$ cat src/rtl/shared_reg_arb_pkg.sv
// Shared types and helpers for the shared-register round-robin arbiter.
// Used by both the default build and the SHARED_REG_ARB_LOCK_EN build.
package shared_reg_arb_pkg;

    localparam int DEFAULT_N = 4;
    localparam int DEFAULT_W = 8;

    typedef logic [DEFAULT_N-1:0] gnt_vec_t;

    // A single requester still gets a 1-bit index so no port collapses to zero width.
    function automatic int id_width(input int n);
        return (n > 1) ? $clog2(n) : 1;
    endfunction

endpackage

$ cat src/rtl/shared_reg_arbiter_rr_pick.sv
// Combinational round-robin picker: first set request searching from ptr upward, wrapping modulo N.
module rr_pick
    import shared_reg_arb_pkg::*;
#(
    parameter int N  = DEFAULT_N,
    parameter int IW = id_width(DEFAULT_N)
) (
    input  logic [N-1:0]  req,
    input  logic [IW-1:0] ptr,
    output logic [N-1:0]  gnt,
    output logic [IW-1:0] idx,
    output logic          any
);

    int            cand;
    logic [IW-1:0] cand_idx;

    // NOTE: every output of a combinational block gets a default first, otherwise a latch is inferred.
    always_comb begin
        gnt      = '0;
        idx      = '0;
        any      = 1'b0;
        cand     = 0;
        cand_idx = '0;
        for (int i = 0; i < N; i++) begin
            cand = int'(ptr) + i;
            if (cand >= N) begin
                cand = cand - N;
            end
            cand_idx = IW'(cand);
            if (!any && req[cand_idx]) begin
                any           = 1'b1;
                gnt[cand_idx] = 1'b1;
                idx           = cand_idx;
            end
        end
    end

endmodule

$ cat src/rtl/shared_reg_arbiter.sv
// Round-robin arbiter writing the granted requester's data into one shared register.
// Define SHARED_REG_ARB_LOCK_EN to add lock_i, letting the current grantee keep the register.
module shared_reg_arbiter
    import shared_reg_arb_pkg::*;
#(
    parameter int             N       = DEFAULT_N,
    parameter int             W       = DEFAULT_W,
    parameter logic [W-1:0]   RST_VAL = '0,
    localparam int            IW      = id_width(N)
) (
    input  logic                clk,
    input  logic                reset,
    input  logic [N-1:0]        req_i,
    input  logic [N-1:0][W-1:0] data_i,
`ifdef SHARED_REG_ARB_LOCK_EN
    input  logic [N-1:0]        lock_i,
`endif
    output logic [N-1:0]        gnt_o,
    output logic [W-1:0]        q_o,
    output logic                q_valid_o,
    output logic [IW-1:0]       gnt_id_o
);

    logic [W-1:0]  q_q,       q_d;
    logic          q_valid_q, q_valid_d;
    logic [IW-1:0] gnt_id_q,  gnt_id_d;
    logic [IW-1:0] ptr_q,     ptr_d;

    logic [N-1:0]  pick_gnt;
    logic [IW-1:0] pick_idx;
    logic          pick_any;

    logic [N-1:0]  win_gnt;
    logic [IW-1:0] win_idx;
    logic          win_any;
    logic          lock_hold;

    rr_pick #(.N(N), .IW(IW)) u_rr_pick (
        .req (req_i),
        .ptr (ptr_q),
        .gnt (pick_gnt),
        .idx (pick_idx),
        .any (pick_any)
    );

    // Lock ownership is last cycle's grantee; q_valid_q says there was one, and reset clears it.
`ifdef SHARED_REG_ARB_LOCK_EN
    assign lock_hold = q_valid_q & req_i[gnt_id_q] & lock_i[gnt_id_q];
`else
    assign lock_hold = 1'b0;
`endif

    always_comb begin
        win_gnt   = pick_gnt;
        win_idx   = pick_idx;
        win_any   = pick_any;
        q_d       = q_q;
        gnt_id_d  = gnt_id_q;
        ptr_d     = ptr_q;
        q_valid_d = 1'b0;

        if (lock_hold) begin
            win_gnt           = '0;
            win_gnt[gnt_id_q] = 1'b1;
            win_idx           = gnt_id_q;
            win_any           = 1'b1;
        end
        if (reset) begin
            win_gnt = '0;
            win_any = 1'b0;
        end

        if (win_any) begin
            q_d       = data_i[win_idx];
            gnt_id_d  = win_idx;
            q_valid_d = 1'b1;
            // A locked re-grant leaves the pointer alone so round-robin resumes where it was.
            if (!lock_hold) begin
                ptr_d = (win_idx == IW'(N - 1)) ? '0 : win_idx + IW'(1);
            end
        end
    end

    // NOTE: sequential state uses non-blocking assignments so every flop samples pre-edge values.
    always_ff @(posedge clk) begin
        if (reset) begin
            q_q       <= RST_VAL;
            q_valid_q <= 1'b0;
            gnt_id_q  <= '0;
            ptr_q     <= '0;
        end else begin
            q_q       <= q_d;
            q_valid_q <= q_valid_d;
            gnt_id_q  <= gnt_id_d;
            ptr_q     <= ptr_d;
        end
    end

    assign gnt_o     = win_gnt;
    assign q_o       = q_q;
    assign q_valid_o = q_valid_q;
    assign gnt_id_o  = gnt_id_q;

endmodule

$ cat config.mk
export PLATFORM = sky130hd
export DESIGN_NAME = shared_reg_arbiter
export DESIGN_NICKNAME = d
export VERILOG_FILES = /design/src/rtl/shared_reg_arb_pkg.sv /design/src/rtl/shared_reg_arbiter_rr_pick.sv /design/src/rtl/shared_reg_arbiter.sv
export SDC_FILE = /design/constraint.sdc
export NUM_CORES = 1
export LEC_CHECK = 0
export CORE_UTILIZATION = 44
export CTS_BUF_LIST = sky130_fd_sc_hd__clkbuf_8 sky130_fd_sc_hd__clkbuf_16
export CTS_CLUSTER_DIAMETER = 30
export DETAILED_ROUTE_END_ITERATION = 10
export GPL_TIMING_DRIVEN = 0
export PLACE_DENSITY = 0.89
export SETUP_SLACK_MARGIN = 0.5
export SYNTH_ARGS = -nofsm -noshare
export SYNTH_HDL_FRONTEND = slang
export SYNTH_HIERARCHICAL = 1
export SYNTH_SLANG_ARGS = --single-unit
$ cat constraint.sdc
create_clock -name clk -period 5 [get_ports clk]
set_clock_uncertainty 0.05 [all_clocks]
set_input_delay 0.5 -clock clk [delete_from_list [all_inputs] [get_ports clk]]
set_output_delay 0.5 -clock clk [all_outputs]
set_load 0.1 [all_outputs]
After elaboration in Yosys (flattened, before gate mapping)
Index checks and enable logic that the tools add are counted.
Storage, ports and cells
  register bits after elaboration: 13
  output and inout port bits: 15
  logic and storage cells: 77
Cells by class
  $add $sub $neg: 8
  magnitude comparators: 13
  eq/ne operators: 1
  muxes and demuxes: 38
  bitwise gates (word level): 3
  reduce and logical (&&, ||, !) cells: 10
Operators with widths (count)
  two-way mux 4 bit: 5
  two-way mux 2 bit: 9
  binary-select mux 8 bit (select 2 bit): 1
  < comparator 2 x 3 -> 1 bit, second input constant: 5
  two-way mux 1 bit: 14
  OR 4 bit: 3
  >= comparator 3 bit, second input constant: 3
  binary-select mux 1 bit (select 2 bit): 4
  demux 1 bit (select 2 bit): 4
  >= comparator 2 x 1 -> 1 bit, second input constant: 4
  two-way mux 8 bit: 1
  subtractor 2 x 1 -> 2 bit, second input constant: 4
  logical AND 1 bit: 7
  adder 2 x 2 -> 3 bit, second input constant: 2
  adder 2 x 1 -> 3 bit, second input constant: 1
  >= comparator 2 x 3 -> 1 bit, second input constant: 1
  logical NOT 1 bit: 3
  adder 2 x 1 -> 2 bit, second input constant: 1
  == test 2 bit, second input constant: 1

Longest topological paths before layout
Gate-level depths: netlist of the first run.
  depth after elaboration: 16
  depth in mapped cells: 12

Hierarchy
The synthesis of the first run kept the hierarchy.
Modules (own cells, without submodules)
  shared_reg_arbiter: instances 1, cells each 67, area an instance 734.5 sq um
  rr_pick: instances 1, cells each 45, area an instance 419.2 sq um

Worst setup path before layout of the first run
No wires, ideal clock.
  path kind: register -> output
  from: register ptr_q[0]
  to: output port gnt_o[0]
  arrival: 3239 ps
  data required time: 4450 ps
  setup slack: 1211 ps
  cell stages (with the launch flop): 10
  path through: dfxtp_1 -> buf_6 -> inv_1 -> ha_1 -> mux4_2 -> buf_6 -> nor4b_4 -> a22oi_1 -> o21ai_0 -> nor2b_1
Between the ends
  longest elaborated chain between the ends: 15
  elaborated cells on any way between the ends: 60
  those cells by class: add/sub: 7; order compare: 12; mux: 28; bitwise: 3; reduce/logical: 10
RTL lines
  from (decl): RTL line shared_reg_arbiter.sv:27  | logic [IW-1:0] ptr_q, ptr_d;
  from (signal assigned): RTL line shared_reg_arbiter.sv:95  | ptr_q <= ptr_d;
  parallel branches: the longest is 13 deep, another holds adder 2 x 1 -> 3 bit
  two-way mux 4 bit (*): RTL line shared_reg_arbiter_rr_pick.sv:31  | if (!any && req[cand_idx]) begin
  via pick_gnt[0]: RTL line shared_reg_arbiter.sv:29  | logic [N-1:0] pick_gnt;
  two-way mux 4 bit (*): RTL line shared_reg_arbiter.sv:68  | if (reset) begin
  to (decl): RTL line shared_reg_arbiter.sv:18  | output logic [N-1:0] gnt_o,
Mark *: on every way through the listed nets, which the timed path passes. The select of a mux whose other input is x is not followed.

Worst setup path in the final report of the first run
  from: register ptr_q[1]
  to: output port gnt_o[3]
Same word-level chain as after synthesis.

==> results of run 1 <==
sequential cells by signal, indices dropped and copies added (netlist names):
name and count:
q_o 8, gnt_id_o 2, ptr_q 2, q_valid_o 1
cells by family (layout without fill, tap and decap cells):
logic type	Yosys count	in the layout	share of synthesized area (%)
compound gates	27	27	17.8
flops	13	13	22.6
fa+ha+maj	6	6	6.51
buf+inv	12	68	7.27
mux	26	26	27.8
simple gates	28	28	18.1
synth_stat cells, drive strengths merged:
master	n	area share, %
a22oi	8	5.2
nor2	5	1.6
mux4	4	8.5
ha	6	6.5
o211ai	1	0.65
nand2b	2	1.1
mux2	2	2.0
a21oi	2	0.87
buf	6	5.3
inv	4	1.3
or3b	10	7.6
o31ai	1	0.65
o221ai	8	6.6
mux2i	20	17
o311ai	1	0.76
nand2	1	0.33
and2b	1	0.76
nor4b	1	2.1
nor4	1	0.54
dfxtp	13	23
a32o	1	0.87
clkbuf	2	0.65
nand3b	1	0.98
nor3	1	0.43
nor2b	5	2.7
o21ai	5	2.2
area by class of cell:
| cell class | instances | area, µm² |
|---|---|---|
| inverters | 4 | 15.0 |
| clock inverters | 1 | 3.75 |
| clock buffers | 3 | 41.3 |
| fillers | 203 | 721 |
| multi-input cells | 87 | 810 |
| flip-flops and latches | 13 | 260 |
| plain buffers | 8 | 68.8 |
| well taps | 30 | 37.5 |
| repair buffers | 52 | 520 |
cells in the final DEF (no fill, tap or decap):
master and instances:
a21oi_1 2, a22oi_1 8, a32o_1 1, and2b_2 1, buf_2 1, buf_4 1, buf_6 3, buf_8 1
clkbuf_1 2, clkbuf_8 3, clkdlybuf4s50_1 52, dfxtp_1 13, ha_1 6, inv_1 5, mux2_2 2, mux2i_1 20
mux4_1 2, mux4_2 2, nand2_1 1, nand2b_1 2, nand3b_2 1, nor2_1 5, nor2b_1 5, nor3_1 1
nor4_1 1, nor4b_4 1, o211ai_1 1, o21ai_0 5, o221ai_1 7, o221ai_2 1, o311ai_0 1, o31ai_1 1
or3b_1 3, or3b_2 7
worst reg2reg max path: stages (launching register included):
cell	delay (ns)
dfxtp_1	0.53
inv_1	0.14
ha_1	0.38
mux4_2	0.33
buf_6	0.16
nor4b_4	0.37
nor2_1	0.09
a32o_1	0.27
or3b_1	0.40
buf_6	0.15
o221ai_2	0.15
power by group through the flow:
stage | Sequential (µW) | Combinational [µW] | Clock, µW
5_1_grt | 183 | 1060 | 98.4
2_1_floorplan | 419 | 548 | 0
3_3_place_gp | 178 | 975 | 0
3_5_place_dp | 179 | 996 | 0
4_1_cts | 177 | 997 | 93.5
6_report | 177 | 994 | 91.4
metal layers:
| metal | global-route usage (%) | part of all wire (%) |
|---|---|---|
| met5 | 0 | 0 |
| met4 | 9.21 | 1.0 |
| met3 | 5.46 | 7.3 |
| met2 | 40.2 | 51 |
| met1 | 26.9 | 41 |
worst max path at each step:
| stage | startpoint | to | slack (ns) |
|---|---|---|---|
| after detailed placement | req_i[2] | gnt_o[3] | 0.89 |
| after floorplan | ptr_q[0] | gnt_o[0] | 1.21 |
| after CTS | ptr_q[1] | gnt_o[3] | 0.74 |
| final | ptr_q[1] | gnt_o[3] | 0.76 |
| after global routing | ptr_q[1] | gnt_o[3] | 0.51 |
| after global placement | req_i[2] | gnt_o[0] | 1.00 |
metrics by stage:
| step | total power [µW] | hold WS (ns) |
|---|---|---|
| 3_3_place_gp | 1150 | 0.429 |
| 5_1_grt | 1340 | 0.493 |
| 2_1_floorplan | 968 | 0.457 |
| 4_1_cts | 1270 | 0.463 |
| 3_5_place_dp | 1170 | 0.446 |
| 6_report | 1260 | 0.470 |
==> impl_metrics.json, run 1 <==
{
  "switching_share_pct": 54.8,
  "worst_r2r_endpoint": "q_o[3]",
  "setup_ws_ns": 0.758,
  "io_buffers": 52,
  "antenna_found_initial": 0,
  "pre_cts_ws_ns": 0.888,
  "min_to": "gnt_id_o[1]",
  "grt_max_degree": 11,
  "postPlaceCellArea_um2": 1710,
  "worstSetupEndpointType": "output pin",
  "synth_cells": 112,
  "die_x_um": 53.2,
  "design_area_um2": 1760,
  "firstDrtPassIters": 4,
  "track_usage_pct": 23.2,
  "place_congestion": 0.792,
  "nets": 213,
  "crit_buf_inv": 3,
  "tightest_slew_ns": 0.995,
  "tritoncts": "built",
  "place_hpwl_um": 2240,
  "cp_max_fo": 10,
  "route.detailed.drc": 0,
  "maxSlewViolCount": 0,
  "rows": 18,
  "clk_latency_ns": 0.24,
  "cp_cell_sequence": "inv_1, ha_1, mux4_2, buf_6, nor4b_4, a22oi_1, o21ai_0, nor2b_1, clkdlybuf4s50_1",
  "postCtsSetupBuffers": 0,
  "wirelength_um": 2900,
  "antennaDiodeCount": 0,
  "holdBufCountCts": 0,
  "r2r_slack_ns": 1.89,
  "crit_type": "reg2out",
  "finalHoldViolations": 0,
  "numCtsBuffers": 3,
  "htree_levels": 1,
  "core_um2": 2480,
  "syn_nets": 156,
  "die_y_um": 53.2,
  "hp-start": "gnt_id_o[1]",
  "final.period_utilization_pct": 84.8,
  "reg2regPathDepth": 10,
  "vias_per_cell": 5.66,
  "syn_to_final_growth_pct": 52.3,
  "cp_slowest_cell": "clkdlybuf4s50_1",
  "start_util_pct": 46.6,
  "die_area_um2": 2830,
  "cts_buffer_depth": 2,
  "fin_util_pct": 70.9,
  "setup_violations": 0,
  "syn_avg_cell_area_um2": 10.3,
  "critical_path.top_delay_family": "buffers and inverters",
  "r2r-start": "ptr_q[1]",
  "ioPinCount": 53,
  "finalSetupTns_ns": 0,
  "max_freq_mhz": 236,
  "grt_pass1_vias": 1092,
  "layout_min_cycle_time_ns": 4.24,
  "p_seq_share_pct": 14.0,
  "switching_power_uw": 692,
  "cts-root-buf": "clkbuf_8",
  "rsz0062_at_grt": "false",
  "ys_seq_elements": 13,
  "clk_pin_slew_ns": 0.06,
  "synth_cell_types": 32,
  "drive_above_1_share_pct": 14.3,
  "ir_drop_mv": 0.436,
  "hold_path.class": "reg2reg",
  "final_cells": 198,
  "grt_pass1_wl_um": 4820,
  "p_leak_uw": 0.000689,
  "overflow": 0,
  "cts_resized": 0,
  "slowest_delay_ns": 1.14,
  "synth_area_um2": 1150,
  "ys_seq_area_share_pct": 22.6,
  "hold-path-cell-count": 2,
  "cts.sinks": 13,
  "drt-initial-drc-count": 16,
  "intPower_uw": 571,
  "relSlewSlack_pct": 33.5,
  "start_kind": "register",
  "pwr-share-clk_pct": 7.2,
  "yosys_warnings": 6,
  "crit_arrival_ns": 3.69,
  "num_vias": 1121,
  "drt.antenna.violating_nets": 0,
  "power_density_nw_per_um2": 719,
  "status": "complete, no violations",
  "p_comb_share_pct": 78.7,
  "wl_per_cell_um": 14.6,
  "placed_cells": 194,
  "cp_num_cells": 9,
  "cap_violations": 0,
  "cp.required_ns": 4.45
}
Note: power is estimated with default switching activity, not from simulation.
==> inputs of run 2 (changes only) <==
CORE_UTILIZATION = 37   (was 44)
PLACE_DENSITY = 0.8   (was 0.89)
clock period = 3.43 ns   (was 5 ns; I/O delays follow)
==> run 2 against run 1 <==
The flow now finishes with violations (DRC). Global-route usage shrank 3.3 points. Worst setup slack lost 0.20 ns. Cell area grew 8.9%. Register-to-register slack lost 1.3 ns. Final cell count grew 4.5%. Sequential power grew 47%. Clock-buffer cell count is the same. First-iteration DRC count grew to 3.4 times the previous value. Total power grew 62%. Critical path depth grew 1. Combinational power grew 66%.
==> impl_metrics.json, run 2 (synthesized netlist as in run 1, its figures left out) <==
{
  "status": "finished, violations left",
  "violations": "DRC",
  "overflow": 0,
  "crit_arrival_ns": 2.48,
  "design_area_um2": 1910,
  "syn_to_final_growth_pct": 65.8,
  "pre_cts_ws_ns": -0.377,
  "cts-root-buf": "clkbuf_8",
  "numCtsBuffers": 3,
  "timing.hold.ws_ns": 0.466,
  "wirelength_um": 3160,
  "crit_type": "reg2out",
  "clk_latency_ns": 0.24,
  "antennaDiodeCount": 0,
  "num_vias": 1161,
  "antenna_found_initial": 0,
  "switching_power_uw": 1070,
  "pwr-share-clk_pct": 6.6,
  "setup_ws_ns": 0.561,
  "clk_pin_slew_ns": 0.05,
  "worstSetupEndpointType": "output pin",
  "layout_min_cycle_time_ns": 2.87,
  "largest_reg_flops": 8,
  "rsz0062_at_grt": "true",
  "nets": 221,
  "die_y_um": 57.8,
  "tritoncts": "built",
  "grt_pass1_wl_um": 5160,
  "ir_drop_mv": 0.772,
  "die_x_um": 57.8,
  "switching_share_pct": 52.0,
  "start_kind": "register",
  "track_usage_pct": 19.9,
  "start_util_pct": 40.4,
  "p_leak_uw": 0.000765,
  "cp_max_fo": 7,
  "cap_violations": 0,
  "core_um2": 2850,
  "firstDrtPassIters": 7,
  "maxSlewViolCount": 0,
  "cts_buffer_depth": 2,
  "tightest_slew_ns": 0.993,
  "wl_per_cell_um": 15.3,
  "p_comb_share_pct": 80.7,
  "rows": 19,
  "htree_levels": 1,
  "p_total_uw": 2050,
  "multiInputGateArea_um2": 853,
  "drt.antenna.violating_nets": 0,
  "layout_commonest_cell": "clkdlybuf4s50_1",
  "power_density_nw_per_um2": 1070,
  "io_buffers": 52,
  "final.period_utilization_pct": 83.6,
  "drt-initial-drc-count": 54,
  "hold_path.class": "reg2reg",
  "vias_per_cell": 5.61,
  "route.detailed.drc": 2,
  "fin_util_pct": 67.1,
  "seqCellArea_um2": 268,
  "cts.sinks": 13,
  "max_freq_mhz": 349,
  "setup_violations": 0,
  "layout_common_cells": "clkdlybuf4s50_1 (48), mux2i_1 (20), dfxtp_1 (11)",
  "nFillCells": 220,
  "cp.required_ns": 3.04,
  "finalHoldViolations": 0,
  "grt_pass1_vias": 1148,
  "place_hpwl_um": 2310,
  "drive_above_1_share_pct": 25.6,
  "postPlaceCellArea_um2": 1740,
  "relSlewSlack_pct": 33.6,
  "die_area_um2": 3340,
  "ioPinCount": 53,
  "p_seq_share_pct": 12.7,
  "grt_max_degree": 11,
  "intPower_uw": 983,
  "place_congestion": 0.827
}
==> run 2: changes by cell type in the layout (fill, tap and decap cells not counted), moves of 2 or more <==
cell,delta
dfxtp_4,+2
buf_12,+4
clkdlybuf4s50_1,-4
o21ai_1,+2
nor2b_1,-4
dfxtp_1,-2
nor2b_4,+4
o21ai_0,-2
buf_4,+7
==> run 2: through the flow <==
stage               setup TNS [ns]  instances
floorplan                        0        112
global placement             -1.16        195
detailed placement           -1.48        195
CTS                              0        202
global route                     0        207
finish                           0        207
==> run 2: what timing repair did <==
item	in CTS	in global routing
buffers inserted	3	5
endpoints found under the setup margin	14	13
pin swaps	1	5
endpoints found under the hold margin	0	0
hold buffers	0	0
resized for setup	40	6
==> run 2: final timing paths <==
kind | from | to | slack, ns | cells past startpoint
min | gnt_id_o[0] | gnt_id_o[0] | 0.47 | 2
min reg2reg | gnt_id_o[0] | gnt_id_o[0] | 0.47 | 2
max reg2reg | ptr_q[0] | q_o[0] | 0.57 | 11
max | ptr_q[0] | gnt_o[2] | 0.56 | 10
==> run 2: metal layers <==
| metal | vias up | global-route usage, % | wire, µm |
|---|---|---|---|
| met2 | 55 | 36.0 | 1650 |
| met4 | 0 | 7.14 | 42 |
| li1 | 566 | - | - |
| met5 | - | 0 | 0 |
| met3 | 5 | 4.02 | 243 |
| met1 | 535 | 23.0 | 1220 |
==> run 2: final cells by class <==
class                      instances  area share (%)
tap                               31            2.03
multi-input combinational         87            44.6
buffer                             8            3.60
clock inverter                     1           0.196
clock buffer                       3            2.16
timing repair buffer              60            32.6
sequential                        13            14.0
inverter                           4           0.785
==> run 2: power groups by stage <==
stage,Clock [µW],Combinational [µW],Sequential [µW]
6_report,135,1650,260
5_1_grt,142,1750,268
4_1_cts,136,1580,263
3_5_place_dp,0,1490,261
3_3_place_gp,0,1450,259
2_1_floorplan,0,826,611
==> run 2: worst max-delay path, cell delays in order (launching register included) <==
cell	delay, ns
dfxtp_4	0.37
buf_6	0.11
inv_2	0.05
ha_4	0.29
mux4_2	0.30
buf_6	0.15
nor4b_4	0.37
a22oi_1	0.10
o21ai_0	0.11
nor2b_4	0.20
buf_12	0.18
